$ cat src/rtl/read_buffer_pkg.sv
// Shared types and constants for the read_buffer Avalon read master.
package read_buffer_pkg;
   typedef enum logic [1:0] {IDLE, ISSUE, DRAIN, FINISH} rb_state_t;
   typedef enum logic [1:0] {BANK_EMPTY, BANK_FILLING, BANK_FULL} bank_state_t;

   localparam int unsigned PIXEL_W    = 24;
   localparam int unsigned WORD_BYTES = 4;
endpackage

$ cat src/rtl/read_buffer_counter.sv
// flex_counter: counts 0..rollover_val-1; rollover_flag marks the increment that wraps.
module flex_counter #(
   parameter int unsigned NUM_CNT_BITS = 4
) (
   input  logic                    clk,
   input  logic                    n_rst,
   input  logic                    clear,
   input  logic                    count_enable,
   input  logic [NUM_CNT_BITS-1:0] rollover_val,
   output logic [NUM_CNT_BITS-1:0] count_out,
   output logic                    rollover_flag
);
   logic [NUM_CNT_BITS-1:0] count_inc;

   assign count_inc     = count_out + NUM_CNT_BITS'(1);
   assign rollover_flag = count_enable && (count_inc == rollover_val);

   always_ff @(posedge clk, negedge n_rst) begin
      if (!n_rst)
         count_out <= '0;
      else if (clear || rollover_flag)
         count_out <= '0;
      else if (count_enable)
         count_out <= count_inc;
   end
endmodule

$ cat src/rtl/read_buffer.sv
// Avalon-MM read master fetching 24-bit pixels into ping-pong banks and
// streaming them out over a valid/ready handshake.
module read_buffer
   import read_buffer_pkg::*;
#(
   parameter int unsigned DEPTH  = 6,
   parameter int unsigned ADDR_W = 32,
   parameter int unsigned CNT_W  = 20
) (
   input  logic               clk,
   input  logic               n_rst,
   input  logic               start,
   input  logic [ADDR_W-1:0]  base_addr,
   input  logic [CNT_W-1:0]   num_pixels,
   output logic [ADDR_W-1:0]  master_address,
   output logic               master_read,
   input  logic               master_waitrequest,
   input  logic [31:0]        master_readdata,
   input  logic               master_readdatavalid,
   output logic [PIXEL_W-1:0] pixel_data,
   output logic               pixel_valid,
   input  logic               pixel_ready,
   output logic               busy,
   output logic               done_read
);
   localparam int unsigned IW = $clog2(DEPTH + 1);

   rb_state_t          state, next_state;
   bank_state_t        bank_st [2];
   logic [IW-1:0]      blen [2];
   logic [PIXEL_W-1:0] mem [2][DEPTH];

   logic               fill_bank, ret_bank, drain_bank;
   logic [CNT_W-1:0]   num_q, issued, returned, consumed;
   logic [IW-1:0]      issue_idx, ret_idx, drain_idx, issue_len, ret_len;
   logic               job_start, accept, ret_ok, xfer;
   logic               issue_roll, ret_roll, drain_roll;
   logic               unused_readdata_hi;

   function automatic logic [IW-1:0] bank_len(input logic [CNT_W-1:0] remaining);
      return (remaining >= CNT_W'(DEPTH)) ? IW'(DEPTH) : remaining[IW-1:0];
   endfunction

   // Bank length is taken from the count remaining when the bank began,
   // so the in-bank index is added back to the running remainder.
   assign issue_len = bank_len(num_q - issued + CNT_W'(issue_idx));
   assign ret_len   = bank_len(num_q - returned + CNT_W'(ret_idx));

   assign job_start   = start && (state == IDLE);
   assign master_read = (state == ISSUE) && (bank_st[fill_bank] == BANK_EMPTY) && (issued != num_q);
   assign accept      = master_read && !master_waitrequest;
   assign ret_ok      = master_readdatavalid && (issued != returned);
   assign pixel_valid = (bank_st[drain_bank] == BANK_FULL);
   assign pixel_data  = pixel_valid ? mem[drain_bank][drain_idx] : '0;
   assign xfer        = pixel_valid && pixel_ready;
   assign busy        = (state != IDLE);
   assign done_read   = (state == FINISH);

   assign unused_readdata_hi = ^master_readdata[31:PIXEL_W];

   flex_counter #(.NUM_CNT_BITS(IW)) u_issue_cnt (
      .clk(clk), .n_rst(n_rst), .clear(job_start), .count_enable(accept),
      .rollover_val(issue_len), .count_out(issue_idx), .rollover_flag(issue_roll)
   );

   flex_counter #(.NUM_CNT_BITS(IW)) u_ret_cnt (
      .clk(clk), .n_rst(n_rst), .clear(job_start), .count_enable(ret_ok),
      .rollover_val(ret_len), .count_out(ret_idx), .rollover_flag(ret_roll)
   );

   flex_counter #(.NUM_CNT_BITS(IW)) u_drain_cnt (
      .clk(clk), .n_rst(n_rst), .clear(job_start), .count_enable(xfer),
      .rollover_val(blen[drain_bank]), .count_out(drain_idx), .rollover_flag(drain_roll)
   );

   always_ff @(posedge clk, negedge n_rst) begin
      if (!n_rst)
         state <= IDLE;
      else
         state <= next_state;
   end

   always_comb begin
      next_state = state;
      unique case (state)
         IDLE:    if (start) next_state = (num_pixels == '0) ? FINISH : ISSUE;
         ISSUE:   if (issued == num_q) next_state = DRAIN;
         DRAIN:   if (consumed == num_q) next_state = FINISH;
         FINISH:  next_state = IDLE;
         default: next_state = IDLE;
      endcase
   end

   always_ff @(posedge clk, negedge n_rst) begin
      if (!n_rst) begin
         master_address <= '0;
         num_q          <= '0;
         issued         <= '0;
         returned       <= '0;
         consumed       <= '0;
         fill_bank      <= 1'b0;
         ret_bank       <= 1'b0;
         drain_bank     <= 1'b0;
         bank_st[0]     <= BANK_EMPTY;
         bank_st[1]     <= BANK_EMPTY;
         blen[0]        <= '0;
         blen[1]        <= '0;
      end else if (job_start) begin
         master_address <= base_addr;
         num_q          <= num_pixels;
         issued         <= '0;
         returned       <= '0;
         consumed       <= '0;
         fill_bank      <= 1'b0;
         ret_bank       <= 1'b0;
         drain_bank     <= 1'b0;
         bank_st[0]     <= BANK_EMPTY;
         bank_st[1]     <= BANK_EMPTY;
      end else begin
         if (accept) begin
            master_address <= master_address + ADDR_W'(WORD_BYTES);
            issued         <= issued + CNT_W'(1);
         end
         if (issue_roll) begin
            bank_st[fill_bank] <= BANK_FILLING;
            fill_bank          <= ~fill_bank;
         end
         if (ret_ok)
            returned <= returned + CNT_W'(1);
         if (ret_roll) begin
            bank_st[ret_bank] <= BANK_FULL;
            blen[ret_bank]    <= ret_len;
            ret_bank          <= ~ret_bank;
         end
         if (xfer)
            consumed <= consumed + CNT_W'(1);
         if (drain_roll) begin
            bank_st[drain_bank] <= BANK_EMPTY;
            drain_bank          <= ~drain_bank;
         end
      end
   end

   always_ff @(posedge clk) begin
      if (ret_ok)
         mem[ret_bank][ret_idx] <= master_readdata[PIXEL_W-1:0];
   end

   rdv_needs_outstanding: assert property (
      @(posedge clk) disable iff (!n_rst) master_readdatavalid |-> (issued != returned)
   );
endmodule

$ cat config.mk
export PLATFORM = sky130hd
export DESIGN_NAME = read_buffer
export DESIGN_NICKNAME = d
export VERILOG_FILES = /design/src/rtl/read_buffer_pkg.sv /design/src/rtl/read_buffer_counter.sv /design/src/rtl/read_buffer.sv
export SDC_FILE = /design/constraint.sdc
export NUM_CORES = 1
export LEC_CHECK = 0
export ABC_AREA = 1
export CORE_MARGIN = 2
export CORE_UTILIZATION = 39
export CTS_CLUSTER_DIAMETER = 40
export DETAILED_ROUTE_END_ITERATION = 7
export PLACE_DENSITY_LB_ADDON = 0.12
export SLEW_MARGIN = 20
export SYNTH_ARGS = -nofsm -noshare
export SYNTH_HDL_FRONTEND = slang
export SYNTH_SLANG_ARGS = --single-unit
$ cat constraint.sdc
create_clock -name clk -period 4.8 [get_ports clk]
set_input_delay 1.44 -clock clk [delete_from_list [all_inputs] [get_ports clk]]
set_output_delay 1.44 -clock clk [all_outputs]
set_load 0.005 [all_outputs]
Word level (Yosys, flattened, before mapping)
Memories as Yosys holds them, arrays and structs flattened.
Index checks and enable logic that the tools add are counted.
{"block": "totals", "register_bits": 136, "ram_bits": 288, "inputBits": 90, "output_inout_bits": 60, "elab_cells": 161, "memories": 1}
{"block": "classes", "add_sub_neg": 11, "order_cmp": 11, "n_eq_ne": 14, "muxes": 59, "bitwise_logic": 17, "n_reduce_logical": 32}
{"name": "mem", "words": 2, "word_bits": 144, "rd": 1, "rd_ports_with_merged_regs": 0, "wr": 1, "line_no": "read_buffer.sv:31", "text": "logic [PIXEL_W-1:0] mem [2][DEPTH];"}
{"cell": "$mux W144", "count": 1}
{"cell": "$mux W20", "count": 6}
{"cell": "$mux W24", "count": 4}
{"cell": "$bmux W24 S3", "count": 1}
{"cell": "$demux W24 S3", "count": 1}
{"cell": "$mux W32", "count": 2}
{"cell": "$add A20 B1 Y20 const B", "count": 3}
{"cell": "$add A20 B3 Y20", "count": 2}
{"cell": "$eq A20 B20 Y1", "count": 2}
{"cell": "$ge A20 B3 Y1 const B", "count": 2}
{"cell": "$ne A20 B20 Y1", "count": 2}
{"cell": "$sub A20 B20 Y20", "count": 2}
{"cell": "$mux W3", "count": 12}
{"cell": "$add A32 B3 Y32 const B", "count": 1}
{"cell": "$mux W2", "count": 13}
{"cell": "$mux W4", "count": 6}
{"cell": "$logic_not A20 Y1", "count": 1}
{"cell": "$reduce_bool A2 Y1", "count": 10}
{"cell": "$logic_and A1 B1 Y1", "count": 13}
{"cell": "$add A3 B1 Y3 const B", "count": 3}
{"cell": "$eq A3 B3 Y1", "count": 3}
{"cell": "$ge A4 B4 Y1 const B", "count": 2}
{"cell": "$not A3 Y4", "count": 2}
{"cell": "$pmux W2 S4", "count": 1}
{"cell": "other kinds (23)", "count": 49}

Logic depth before layout (Yosys ltp)
Gate-level depths: netlist (run 1).
{"block": "depth", "ltp_word": 17, "ltp_mapped": 27, "mapped_depth_nobuf": 26}

By module
Synthesis (run 1) repeated with hierarchy kept, for this count alone.
{"block": "unflattened", "cells_unflattened": 2427, "hier_area_um2": 22651.7}
{"mod": "read_buffer", "n_inst": 1, "cells_each": 2325, "area_each_um2": 21972.3, "seq_area_each_um2": 11826.3}
{"mod": "flex_counter", "n_inst": 3, "cells_each": 34, "area_each_um2": 226.5, "seq_area_each_um2": 75.1}

Least setup slack after synthesis (run 1)
Ideal clock, no wire load.
{"block": "synth_timing", "path_kind": "register -> output", "startpoint": "register drain_bank", "endpoint": "output pixel_data[0]", "arrival_time_ns": 1.827, "slack_ns": 1.533, "path_stages_with_launch": 9, "cell_sequence": "dfrtp_1 > buf_6 > clkbuf_1 > buf_2 > buf_1 > o21ai_0 > o221ai_1 > nand3_1 > a21oi_1"}
{"block": "synth_via", "elab_chain_cells": 6, "word_cells_on_any_way": 10, "classes_between": "eq/ne (1); mux (7); bitwise (1); memory (1)"}
{"element": "start, declared", "line_no": "read_buffer.sv:33", "text": "logic fill_bank, ret_bank, drain_bank;"}
{"element": "start signal, assigned", "line_no": "read_buffer.sv:139", "text": "drain_bank <= ~drain_bank;"}
{"element": "branches (longest 5 deep; another with $mem_v2 Z2 W144)"}
{"element": "$mux W24 (*)", "line_no": "read_buffer.sv:54", "text": "assign pixel_data = pixel_valid ? mem[drain_bank][drain_idx] : '0;"}
{"element": "end, declared", "line_no": "read_buffer.sv:20", "text": "output logic [PIXEL_W-1:0] pixel_data,"}
Mark *: on every way between the ends. The select of a mux whose other input is x is not followed.

Worst setup path after layout (run 1)
{"block": "layout_timing", "startpoint": "register drain_bank", "endpoint": "output pixel_data[17]"}
Same word-level chain as after synthesis.

==> results of run 1 <==
==> how the worst max path moves through the flow <==
stage,from,endpoint,slack (ps),cells after the start
2_1_floorplan,drain_bank,pixel_data[0],1530,8
5_1_grt,drain_bank,pixel_data[17],9,7
3_3_place_gp,u_drain_cnt.count_out[1],pixel_data[22],680,5
4_1_cts,u_drain_cnt.count_out[0],pixel_data[1],70,6
6_report,drain_bank,pixel_data[17],180,7
3_5_place_dp,u_drain_cnt.count_out[1],pixel_data[21],620,5
==> layer usage <==
layer,track usage (%),wire length [um]
met1,29.0,30200
met2,33.7,29500
met3,3.66,3310
met4,6.43,1340
met5,0,27
==> Yosys cell counts (all sizes together), types with 3 or more instances <==
| library cell | n | share of area [%] |
|---|---|---|
| o31ai | 21 | 0.69 |
| nor2 | 290 | 5.2 |
| nor4 | 25 | 0.81 |
| o21a | 3 | 0.099 |
| o32ai | 32 | 1.2 |
| nand3b | 8 | 0.26 |
| clkbuf | 67 | 1.1 |
| o221ai | 40 | 1.5 |
| o211ai | 10 | 0.33 |
| xnor2 | 28 | 1.1 |
| fa | 6 | 0.53 |
| nand4 | 70 | 1.9 |
| nor3 | 54 | 1.2 |
| o21ai | 132 | 2.9 |
| edfxtp | 288 | 38 |
| xor2 | 56 | 2.1 |
| o21bai | 3 | 0.099 |
| o22ai | 13 | 0.36 |
| or2 | 5 | 0.14 |
| ha | 86 | 4.7 |
| a31oi | 7 | 0.19 |
| nand3 | 128 | 2.9 |
| a21oi | 99 | 2.2 |
| a22oi | 5 | 0.16 |
| nand2 | 508 | 8.6 |
| buf | 19 | 0.40 |
| mux2i | 40 | 1.8 |
| inv | 238 | 3.9 |
| nor3b | 4 | 0.13 |
| clkinv | 6 | 0.099 |
| dfrtp | 136 | 15 |
==> worst max-delay path: stages, from the launching register on <==
cell                              delay (ps)
sky130_fd_sc_hd__dfrtp_4                 510
sky130_fd_sc_hd__inv_4                   250
sky130_fd_sc_hd__buf_16                  370
sky130_fd_sc_hd__nor2_1                   90
sky130_fd_sc_hd__o32ai_1                 270
sky130_fd_sc_hd__o211ai_1                120
sky130_fd_sc_hd__a21oi_1                 350
sky130_fd_sc_hd__clkdlybuf4s50_1         580
==> placed cells by master (no fill, tap or decap), types with 8 or more instances in the layout <==
master / netlist / routed
sky130_fd_sc_hd__nand2_2: 19 / 19
sky130_fd_sc_hd__nand3_1: 122 / 122
sky130_fd_sc_hd__buf_4: 0 / 22
sky130_fd_sc_hd__clkdlybuf4s50_1: 0 / 140
sky130_fd_sc_hd__o221ai_1: 40 / 40
sky130_fd_sc_hd__mux2i_1: 40 / 40
sky130_fd_sc_hd__xor2_1: 56 / 56
sky130_fd_sc_hd__xnor2_1: 28 / 28
sky130_fd_sc_hd__o32ai_1: 32 / 32
sky130_fd_sc_hd__o21ai_0: 128 / 128
sky130_fd_sc_hd__ha_1: 86 / 86
sky130_fd_sc_hd__nor2_1: 267 / 254
sky130_fd_sc_hd__clkinv_4: 0 / 8
sky130_fd_sc_hd__inv_1: 222 / 222
sky130_fd_sc_hd__nor4_1: 22 / 22
sky130_fd_sc_hd__a21oi_1: 95 / 95
sky130_fd_sc_hd__clkbuf_1: 67 / 8
sky130_fd_sc_hd__nand3b_1: 8 / 8
sky130_fd_sc_hd__nor2_2: 17 / 26
sky130_fd_sc_hd__nor3_1: 53 / 53
sky130_fd_sc_hd__o22ai_1: 13 / 13
sky130_fd_sc_hd__nand4_1: 69 / 69
sky130_fd_sc_hd__nand2_1: 488 / 487
sky130_fd_sc_hd__o31ai_1: 21 / 21
sky130_fd_sc_hd__o211ai_1: 10 / 10
sky130_fd_sc_hd__clkinv_2: 0 / 11
sky130_fd_sc_hd__inv_6: 0 / 13
sky130_fd_sc_hd__edfxtp_1: 288 / 288
sky130_fd_sc_hd__clkbuf_16: 0 / 73
sky130_fd_sc_hd__dfrtp_1: 136 / 134
sky130_fd_sc_hd__nor2_4: 5 / 9
sky130_fd_sc_hd__inv_2: 15 / 16
==> layout make-up <==
cell class / instances / area, um2
Tap cell: 765 / 957
Clock buffer: 83 / 1880
Sequential cell: 424 / 12100
Timing Repair Buffer: 171 / 1750
Multi-Input combinational cell: 1683 / 9580
Clock inverter: 52 / 544
Inverter: 244 / 920
Fill cell: 5452 / 30100
==> repair_timing <==
action                                 in CTS  in global routing
buffers inserted                            0                  1
gates resized for setup                     1                  1
endpoints found under the hold margin       0                  0
setup endpoints to repair                   2                  6
pin swaps                                   0                  0
==> per-stage QoR <==
stage	worst slack (ps)	area, um2	hold slack [ps]	total power, W
2_1_floorplan	1530	22800	442	0.0121
3_3_place_gp	677	25200	461	0.0150
3_5_place_dp	615	25200	471	0.0152
4_1_cts	73.8	27700	485	0.0203
5_1_grt	9.46	27700	501	0.0218
6_report	183	27700	477	0.0202
==> registers in the layout (all words and copies together) (netlist names) <==
| register | count |
|---|---|
| bank_st | 4 |
| blen | 6 |
| consumed | 20 |
| drain_bank | 1 |
| fill_bank | 1 |
| issued | 20 |
| master_address | 32 |
| mem | 288 |
| num_q | 20 |
| ret_bank | 1 |
| returned | 20 |
| state | 2 |
| u_drain_cnt.count_out | 3 |
| u_issue_cnt.count_out | 3 |
| u_ret_cnt.count_out | 3 |
==> kinds of logic after synthesis <==
| group | share of synthesized area (%) |
|---|---|
| AO/OA/AOI/OAI | 10.2 |
| XOR/XNOR | 3.22 |
| adder cells (fa/ha/maj) | 5.24 |
| buffers and inverters | 5.52 |
| flip-flops | 52.8 |
| multiplexers | 1.75 |
| AND/OR/NAND/NOR | 21.3 |
==> where the power goes <==
group          switching, W  internal, W  total (W)
clock network       0.00199      0.00309    0.00508
registers          0.000686      0.00457    0.00525
logic               0.00632      0.00359    0.00990
total               0.00899       0.0112     0.0202
==> flow_summary_export.csv, run 1 <==
group,metric,value,unit
status,status,"completed",
placed_design,io_buffer_count,141,
routing,drcViolationCount,0,
worst_setup_path,setup.reg_to_reg.worst_slack,920,ps
layout,layout-drive-gt1-share,9.48,%
worst_setup_path,timing.critical_path.fanout_max,88,
sta,fin_setup_tns,0,ps
die,die_y,246,um
sta,final.min_clock_period,4620,ps
synthesis,count_of_mapped_cells_out_of_synthesis,2437,
clock_network,h-tree-depth,3,
synthesis,yosys.cell_types.count,56,
clock_network,clock-root-buffer,"sky130_fd_sc_hd__clkbuf_16",
layout,areaGrowthSynthToFinish,21.3,%
global_route,globalRoute.totalOverflow,0,
routing,via_count,18262,
power,irDropWorstVdd,532,uV
placed_design,global_placement_routability_congestion,0.867,
min_path,min_path_cells,2,
worst_setup_path,worst_ep_arrival_time,3180,ps
worst_setup_path,terminus_of_the_critical_flop_to_flop_path,"blen[3]",
clock_network,tritoncts,"built",
worst_setup_path,timing.reg2reg.worst_path_depth,19,
sta,final-setup-viol-count,0,
min_path,hold_path_startpoint,"blen[2]",
sta,grt_setup_unrepaired,"no",
sta,max_slew_margin,36.8,%
die,design.die.area,60500,um2
worst_setup_path,endpoint_type_of_the_worst_setup_path,"primary output",
sta,timing.clock.skew,31.7,ps
routing,ant_nets,0,
power,leakagePower,10.9,nW
synthesis,synth_edf_count,288,
sta,tightest_slew,949,ps
sta,hold_viol,0,
min_path,hold_class,"flip-flop to flip-flop",
synthesis,synth-main-ff-cell,"sky130_fd_sc_hd__edfxtp_1",
placed_design,detailed_place_hpwl,42000,um
layout,diodes,0,
die,die-width,246,um
global_route,track_usage,21.0,%
worst_setup_path,setup.worst_path.class,"flip-flop to primary output",
synthesis,ys_warn_count,0,
worst_setup_path,critPathLaunchType,"flip-flop",
die,floorplan.initialDensity,39.5,%
power,power.density,731,nW/um2
clock_network,largest_buffer_count_on_any_clock_path,3,
routing,drt-wirelength-per-cell,18.8,um
die,top_level_ports,150,
layout,layout.core_utilization,47.9,%
routing,drt-initial-drc-count,1065,
global_route,number_of_antenna_violations_at_the_first_check_in_global_routing,3,
synthesis,ys_async_sr_fraction,32.1,%
placed_design,placed_cells_incl_taps,3286,
clock_network,postCtsHoldBufs,0,
synthesis,synth.ff_latch_count,424,
global_route,grt_pass1_vias,17861,
synthesis,synth_area_per_cell,9.37,um2
min_path,holdPathEnd,"blen[2]",
worst_setup_path,timing.critical_path.required,3360,ps
routing,number_of_search_and_repair_iterations_in_the_first_detailed_routing_pass,5,
global_route,grt_start_max_net_pins,150,
clock_network,tritoncts.num_buffers,73,
clock_network,cts.sink_count,424,
synthesis,syn_area,22800,um2
die,placementRows,88,
sta,min_period_over_period,96.2,%
run,maxCapViolations,0,
synthesis,synth.net_count,2619,
global_route,grt_first_pass_wirelength,99500,um
layout,layout.cells.non_filler,3422,
synthesis,synth.yosys.seq_area_share,52.8,%
sta,fmax,217,MHz
clock_network,clkLatencyLatePin,610,ps
sta,final_max_slew_viol_count,0,
die,coreArea,57800,um2
routing,drt-total-wl,64400,um
layout,finalNetCount,2779,
clock_network,clkTransAtPathRegs,50,ps
worst_setup_path,regToRegStartpoint,"num_q[1]",
routing,detail_route.vias_per_cell,5.34,
No activity file was read; power rests on OpenSTA's default activity.
==> run 2: changes to the inputs <==
--- a/config.mk
+++ b/config.mk
@@ -8,6 +8,7 @@
 export ABC_AREA = 1
 export CORE_MARGIN = 2
 export CORE_UTILIZATION = 39
+export CTS_BUF_LIST = sky130_fd_sc_hd__clkbuf_4
 export CTS_CLUSTER_DIAMETER = 40
 export DETAILED_ROUTE_END_ITERATION = 7
 export PLACE_DENSITY_LB_ADDON = 0.12
==> run 2 against run 1 <==
Total power is 7.8% lower. Die area stayed put. Fmax is 0.23% lower. Clock power is 34% lower. Global-route usage is 0.53 points higher. Hold slack hardly changed. Design area is 2.7% lower. Critical path depth stayed put. Largest cell class unchanged. Critical path type unchanged. Combinational power hardly changed. Register-to-register slack better by 30 ps.
==> flow_summary_export.csv, run 2 (synthesized netlist as in run 1, its figures left out) <==
group,metric,value,unit
global_route,grt.met1_usage,29.0,%
routing,detail_route.vias_per_cell,5.30,
routing,ant_nets,0,
sta,max_slew_margin,36.1,%
routing,drcViolationCount,0,
placed_design,global_placement_routability_congestion,0.867,
die,placementRows,88,
sta,fmax,216,MHz
worst_setup_path,timing.critical_path.fanout_max,44,
worst_setup_path,crit_path_max_incr_delay,570,ps
power,part_of_the_power_in_the_clock_network,17.9,%
min_path,hold_class,"flip-flop to flip-flop",
power,irDropWorstVdd,530,uV
power,p_switching,0.00863,W
global_route,globalRoute.totalOverflow,0,
worst_setup_path,path_cells,"inv_8, buf_16, nor2_1, o32ai_1, o211ai_1, a21oi_1, clkdlybuf4s50_1",
power,sw_frac_of_total,46.3,%
routing,drt-wirelength-per-cell,18.6,um
die,top_level_ports,150,
status,status,"completed",
power,power_frac_comb,54.0,%
layout,n_fill_cell,5600,
layout,areaGrowthSynthToFinish,18.0,%
worst_setup_path,critPathLaunchType,"flip-flop",
global_route,gr-usage-met2,34.5,%
global_route,number_of_antenna_violations_at_the_first_check_in_global_routing,5,
global_route,global_routing_s_busiest_layer,"met2",
placed_design,detailed_place_hpwl,42000,um
sta,timing.clock.skew,59.8,ps
clock_network,largest_buffer_count_on_any_clock_path,3,
layout,layout_commonest_cell,"sky130_fd_sc_hd__nand2_1",
worst_setup_path,critical-path-top-delay-family,"buffers and inverters",
sta,final.min_clock_period,4630,ps
global_route,grt_pass1_vias,18429,
power,sequentialPowerShare,28.1,%
clock_network,clkLatencyLatePin,880,ps
layout,layout_top_registers,"mem: 288 flops, master_address: 32 flops",
layout,layout.core_utilization,46.6,%
power,cell_internal_pwr,0.0100,W
layout,seq_area,12100,um2
global_route,track_usage,21.6,%
layout,finalNetCount,2827,
routing,drt-initial-drc-count,915,
die,floorplan.initialDensity,39.5,%
placed_design,placed_instance_area,25200,um2
sta,fin_setup_tns,0,ps
die,coreArea,57800,um2
die,die_y,246,um
layout,layout_common_cells,"sky130_fd_sc_hd__nand2_1 (487), sky130_fd_sc_hd__edfxtp_1 (288), sky130_fd_sc_hd__nor2_1 (254)",
global_route,grt_start_max_net_pins,94,
clock_network,cts.sink_count,424,
worst_setup_path,worst_ep_arrival_time,3190,ps
worst_setup_path,endpoint_type_of_the_worst_setup_path,"primary output",
layout,finalInstanceArea,27000,um2
sta,tightest_slew,958,ps
global_route,globalRouteMet3Util,4.33,%
clock_network,clkTransAtPathRegs,60,ps
placed_design,detailedPlace.worstSlack,615,ps
layout,multi_input_comb_area,9590,um2
clock_network,clock-root-buffer,"sky130_fd_sc_hd__clkbuf_4",
global_route,grt_first_pass_wirelength,101000,um
worst_setup_path,timing.critical_path.required,3360,ps
sta,grt_setup_unrepaired,"no",
placed_design,io_buffer_count,141,
sta,finalWorstSetupSlack,172,ps
sta,final-setup-viol-count,0,
clock_network,tritoncts,"built",
worst_setup_path,setup.worst_path.class,"flip-flop to primary output",
layout,largest_reg_flops,288,
sta,final_max_slew_viol_count,0,
sta,hold_viol,0,
routing,number_of_search_and_repair_iterations_in_the_first_detailed_routing_pass,7,
die,design.die.area,60500,um2
worst_setup_path,critical_path.slowest_cell,"sky130_fd_sc_hd__dfrtp_4",
power,power.density,692,nW/um2
layout,layout.cells.non_filler,3505,
power,leakagePower,10.7,nW
routing,drt-total-wl,65300,um
run,maxCapViolations,0,
placed_design,placed_cells_incl_taps,3286,
clock_network,tritoncts.num_buffers,116,
sta,min_period_over_period,96.4,%
worst_setup_path,buffers_and_inverters_on_the_worst_path,3,
layout,layout-drive-gt1-share,11.7,%
layout,biggest_register,"mem",
clock_network,h-tree-depth,3,
die,die-width,246,um
routing,via_count,18590,
clock_network,postCtsHoldBufs,0,
## run 2: cell types whose count changed in the layout (fill, tap and decap cells not counted), sizes merged
cell | before | now
buf | 31 | 35
bufbuf | 0 | 1
clkbuf | 83 | 168
clkinv | 27 | 40
clkinvlp | 7 | 2
diode | 0 | 2
inv | 259 | 242
## run 2: worst reg2reg max path: cells and delay by family (launching register included)
| kind | cells | cell delay (ps) |
|---|---|---|
| AND/OR/NAND/NOR | 16 | 1870 |
| buffers and inverters | 3 | 350 |
| flip-flops | 1 | 440 |
| adder cells (fa/ha/maj) | 2 | 1070 |
## run 2: routing by layer
layer	wire, um	share of wire (%)
met1	29800	46
met3	3940	6.0
met5	39	0.060
met4	1510	2.3
met2	30000	46
## run 2: cell type report
cell class | count | share of cell area, %
Antenna cell | 2 | 0.0186
Tap cell | 765 | 3.55
Sequential cell | 424 | 44.7
Clock buffer | 168 | 4.68
Clock inverter | 43 | 1.05
Inverter | 244 | 3.45
Multi-Input combinational cell | 1683 | 35.6
Timing Repair Buffer | 176 | 6.93
## run 2: through the flow
step	hold slack [ps]	total power, W
2_1_floorplan	442	0.0121
3_3_place_gp	461	0.0150
3_5_place_dp	471	0.0152
4_1_cts	486	0.0188
5_1_grt	502	0.0203
6_report	477	0.0187
## run 2: power groups by stage
stage                     registers (W)  logic [W]  clock network (W)
final                           0.00525     0.0101            0.00334
after floorplan                 0.00501    0.00711                  0
after global routing            0.00532     0.0114            0.00363
after detailed placement        0.00534    0.00982                  0
after global placement          0.00533    0.00968                  0
after CTS                       0.00526     0.0101            0.00344
## run 2: final timing paths
kind,start,end,slack (ps),depth (start not counted)
worst max-delay path,drain_bank,pixel_data[10],170,7
worst min-delay path,blen[2],blen[2],480,2
worst max register to register,num_q[1],bank_st[0],950,21
worst min register to register,blen[2],blen[2],480,2
max in group asynchronous,n_rst,returned[9],3190,2
min in group asynchronous,n_rst,state[0],680,1
## run 2: repair_timing
item / in CTS / in global routing
cloned: 2 / 0
buffers inserted: 3 / 1
pin swaps: 0 / 0
resized for setup: 5 / 5
setup endpoints to repair: 21 / 13
==> run 3: changes to the inputs <==
==> constraint.sdc (replaced) <==
create_clock -name clk -period 4.7 [get_ports clk]
set_input_delay 1.41 -clock clk [delete_from_list [all_inputs] [get_ports clk]]
set_output_delay 1.41 -clock clk [all_outputs]
set_load 0.1 [all_outputs]
==> run 3 against run 2 <==
Final cell count decreased by 0.17%. Critical path depth unchanged. Routed wire length decreased by 0.63%. Register-to-register slack got worse by 150 ps. Clock skew increased by 18 ps. Design area increased by 0.57%. Sequential share of layout area decreased by 0.25 points. Non-clock buffer count increased by 4. Total power increased by 11%. Combinational power increased by 20%. Utilization increased by 0.26 points. Global-route usage decreased by 0.12 points. Critical path type unchanged. Largest power group unchanged.
==> flow_summary_export.csv, run 3 (synthesized netlist as in run 1, its figures left out) <==
group,metric,value,unit
status,status,"completed",
layout,layout.core_utilization,46.9,%
sta,timing.clock.skew,77.4,ps
global_route,globalRouteMet3Util,4.04,%
run,maxCapViolations,0,
clock_network,clkLatencyLatePin,880,ps
layout,layout_common_cells,"sky130_fd_sc_hd__nand2_1 (487), sky130_fd_sc_hd__edfxtp_1 (288), sky130_fd_sc_hd__nor2_1 (254)",
routing,drcViolationCount,0,
sta,final-setup-viol-count,0,
clock_network,largest_buffer_count_on_any_clock_path,3,
sta,fin_setup_tns,0,ps
power,leakagePower,10.8,nW
power,cell_internal_pwr,0.0103,W
layout,layout_top_registers,"mem: 288 flops, master_address: 32 flops",
sta,fin_hold_ws,483,ps
routing,detail_route.vias_per_cell,5.29,
worst_setup_path,endpoint_type_of_the_worst_setup_path,"primary output",
layout,finalInstanceArea,27100,um2
worst_setup_path,worst_ep_arrival_time,3040,ps
sta,fmax,225,MHz
power,irDropWorstVdd,469,uV
routing,drt-total-wl,64800,um
placed_design,global_placement_routability_congestion,0.860,
worst_setup_path,critPathLaunchType,"flip-flop",
global_route,number_of_antenna_violations_at_the_first_check_in_global_routing,2,
global_route,grt_first_pass_wirelength,101000,um
placed_design,placed_instance_area,25500,um2
sta,final_max_slew_viol_count,0,
layout,biggest_register,"mem",
power,sw_frac_of_total,50.4,%
die,die-width,246,um
clock_network,tritoncts,"built",
clock_network,clock-root-buffer,"sky130_fd_sc_hd__clkbuf_4",
die,coreArea,57800,um2
clock_network,clkTransAtPathRegs,60,ps
global_route,track_usage,21.4,%
placed_design,detailed_place_hpwl,42600,um
global_route,globalRoute.totalOverflow,0,
worst_setup_path,regToRegStartpoint,"num_q[1]",
sta,tightest_slew,1020,ps
power,p_switching,0.0105,W
layout,areaGrowthSynthToFinish,18.7,%
worst_setup_path,crit_path_max_incr_delay,640,ps
power,sequentialPowerShare,25.9,%
global_route,gr-usage-met2,34.1,%
sta,grt_setup_unrepaired,"no",
global_route,grt.met1_usage,29.1,%
worst_setup_path,setup.reg_to_reg.worst_slack,800,ps
sta,min_period_over_period,94.6,%
routing,number_of_search_and_repair_iterations_in_the_first_detailed_routing_pass,5,
placed_design,io_buffer_count,141,
worst_setup_path,timing.critical_path.fanout_max,45,
power,power.density,765,nW/um2
die,floorplan.initialDensity,39.5,%
worst_setup_path,critical_path.slowest_cell,"sky130_fd_sc_hd__dfrtp_4",
worst_setup_path,critical-path-top-delay-family,"buffers and inverters",
worst_setup_path,timing.reg2reg.worst_path_depth,21,
sta,final.min_clock_period,4450,ps
global_route,global_routing_s_busiest_layer,"met2",
sta,hold_viol,0,
worst_setup_path,setup.worst_path.class,"flip-flop to primary output",
layout,finalNetCount,2828,
routing,drt-wirelength-per-cell,18.5,um
layout,layout-drive-gt1-share,12.4,%
min_path,min_path_cells,2,
min_path,hold_path_startpoint,"master_address[1]",
die,top_level_ports,150,
die,die_y,246,um
routing,drt-initial-drc-count,1201,
sta,max_slew_margin,32.0,%
power,power_frac_comb,58.4,%
die,design.die.area,60500,um2
clock_network,cts.sink_count,424,
worst_setup_path,timing.critical_path.required,3290,ps
global_route,grt_start_max_net_pins,91,
min_path,holdPathEnd,"master_address[1]",
clock_network,h-tree-depth,3,
worst_setup_path,path_cells,"inv_8, buf_16, nor2_1, o32ai_1, o211ai_1, a21oi_1, buf_12",
power,part_of_the_power_in_the_clock_network,15.7,%
routing,via_count,18524,
routing,ant_nets,0,
clock_network,postCtsHoldBufs,0,
clock_network,tritoncts.num_buffers,113,
global_route,grt_pass1_vias,18097,
die,placementRows,88,
min_path,hold_class,"flip-flop to flip-flop",
worst_setup_path,buffers_and_inverters_on_the_worst_path,3,
worst_setup_path,terminus_of_the_critical_flop_to_flop_path,"bank_st[0]",
layout,largest_reg_flops,288,
layout,layout_commonest_cell,"sky130_fd_sc_hd__nand2_1",
[run 3: area by class of cell]
| class | instances | area (um2) |
|---|---|---|
| Fill cell | 5565 | 30700 |
| Sequential cell | 424 | 12100 |
| Multi-Input combinational cell | 1683 | 9590 |
| Timing Repair Buffer | 180 | 2130 |
| Clock buffer | 161 | 1210 |
| Tap cell | 765 | 957 |
| Inverter | 244 | 931 |
| Clock inverter | 41 | 233 |
| Antenna cell | 1 | 2.50 |
[run 3: worst max path at each step]
stage	startpoint	end	cells after the start
after floorplan	drain_bank	pixel_data[0]	8
after global placement	drain_bank	pixel_data[17]	7
after detailed placement	drain_bank	pixel_data[17]	7
after CTS	u_drain_cnt.count_out[1]	pixel_data[21]	5
after global routing	u_drain_cnt.count_out[0]	pixel_data[2]	6
final	drain_bank	pixel_data[7]	7
[run 3: layer usage]
metal | vias to the layer above | wire, um
met5 | - | 8
met2 | 562 | 29800
met1 | 8873 | 29600
met4 | 2 | 1540
li1 | 8982 | -
met3 | 105 | 3960
[run 3: worst min-delay path: stages (launching register included)]
cell and delay, ps:
sky130_fd_sc_hd__dfrtp_1 340, sky130_fd_sc_hd__nand2_1 60, sky130_fd_sc_hd__nand2_1 60
[run 3: through the flow]
step	instances	setup slack [ps]	total power, W
global route	3499	32.9	0.0225
detailed placement	3290	780	0.0173
finish	3499	253	0.0207
CTS	3497	29.0	0.0209
global placement	3290	803	0.0172
floorplan	2437	137	0.0140
[run 3: timing repair]
item                                    CTS  global route
setup buffers                             3             1
gates resized for setup                   6             2
cloned                                    2             0
hold endpoints to repair                  0             0
endpoints found under the setup margin   21            15
[run 3: power by group through the flow]
stage | Clock (W) | Combinational, W | Sequential, W
6_report | 0.00325 | 0.0121 | 0.00538
5_1_grt | 0.00355 | 0.0134 | 0.00546
4_1_cts | 0.00337 | 0.0121 | 0.00540
3_5_place_dp | 0 | 0.0118 | 0.00548
3_3_place_gp | 0 | 0.0117 | 0.00546
2_1_floorplan | 0 | 0.00804 | 0.00597
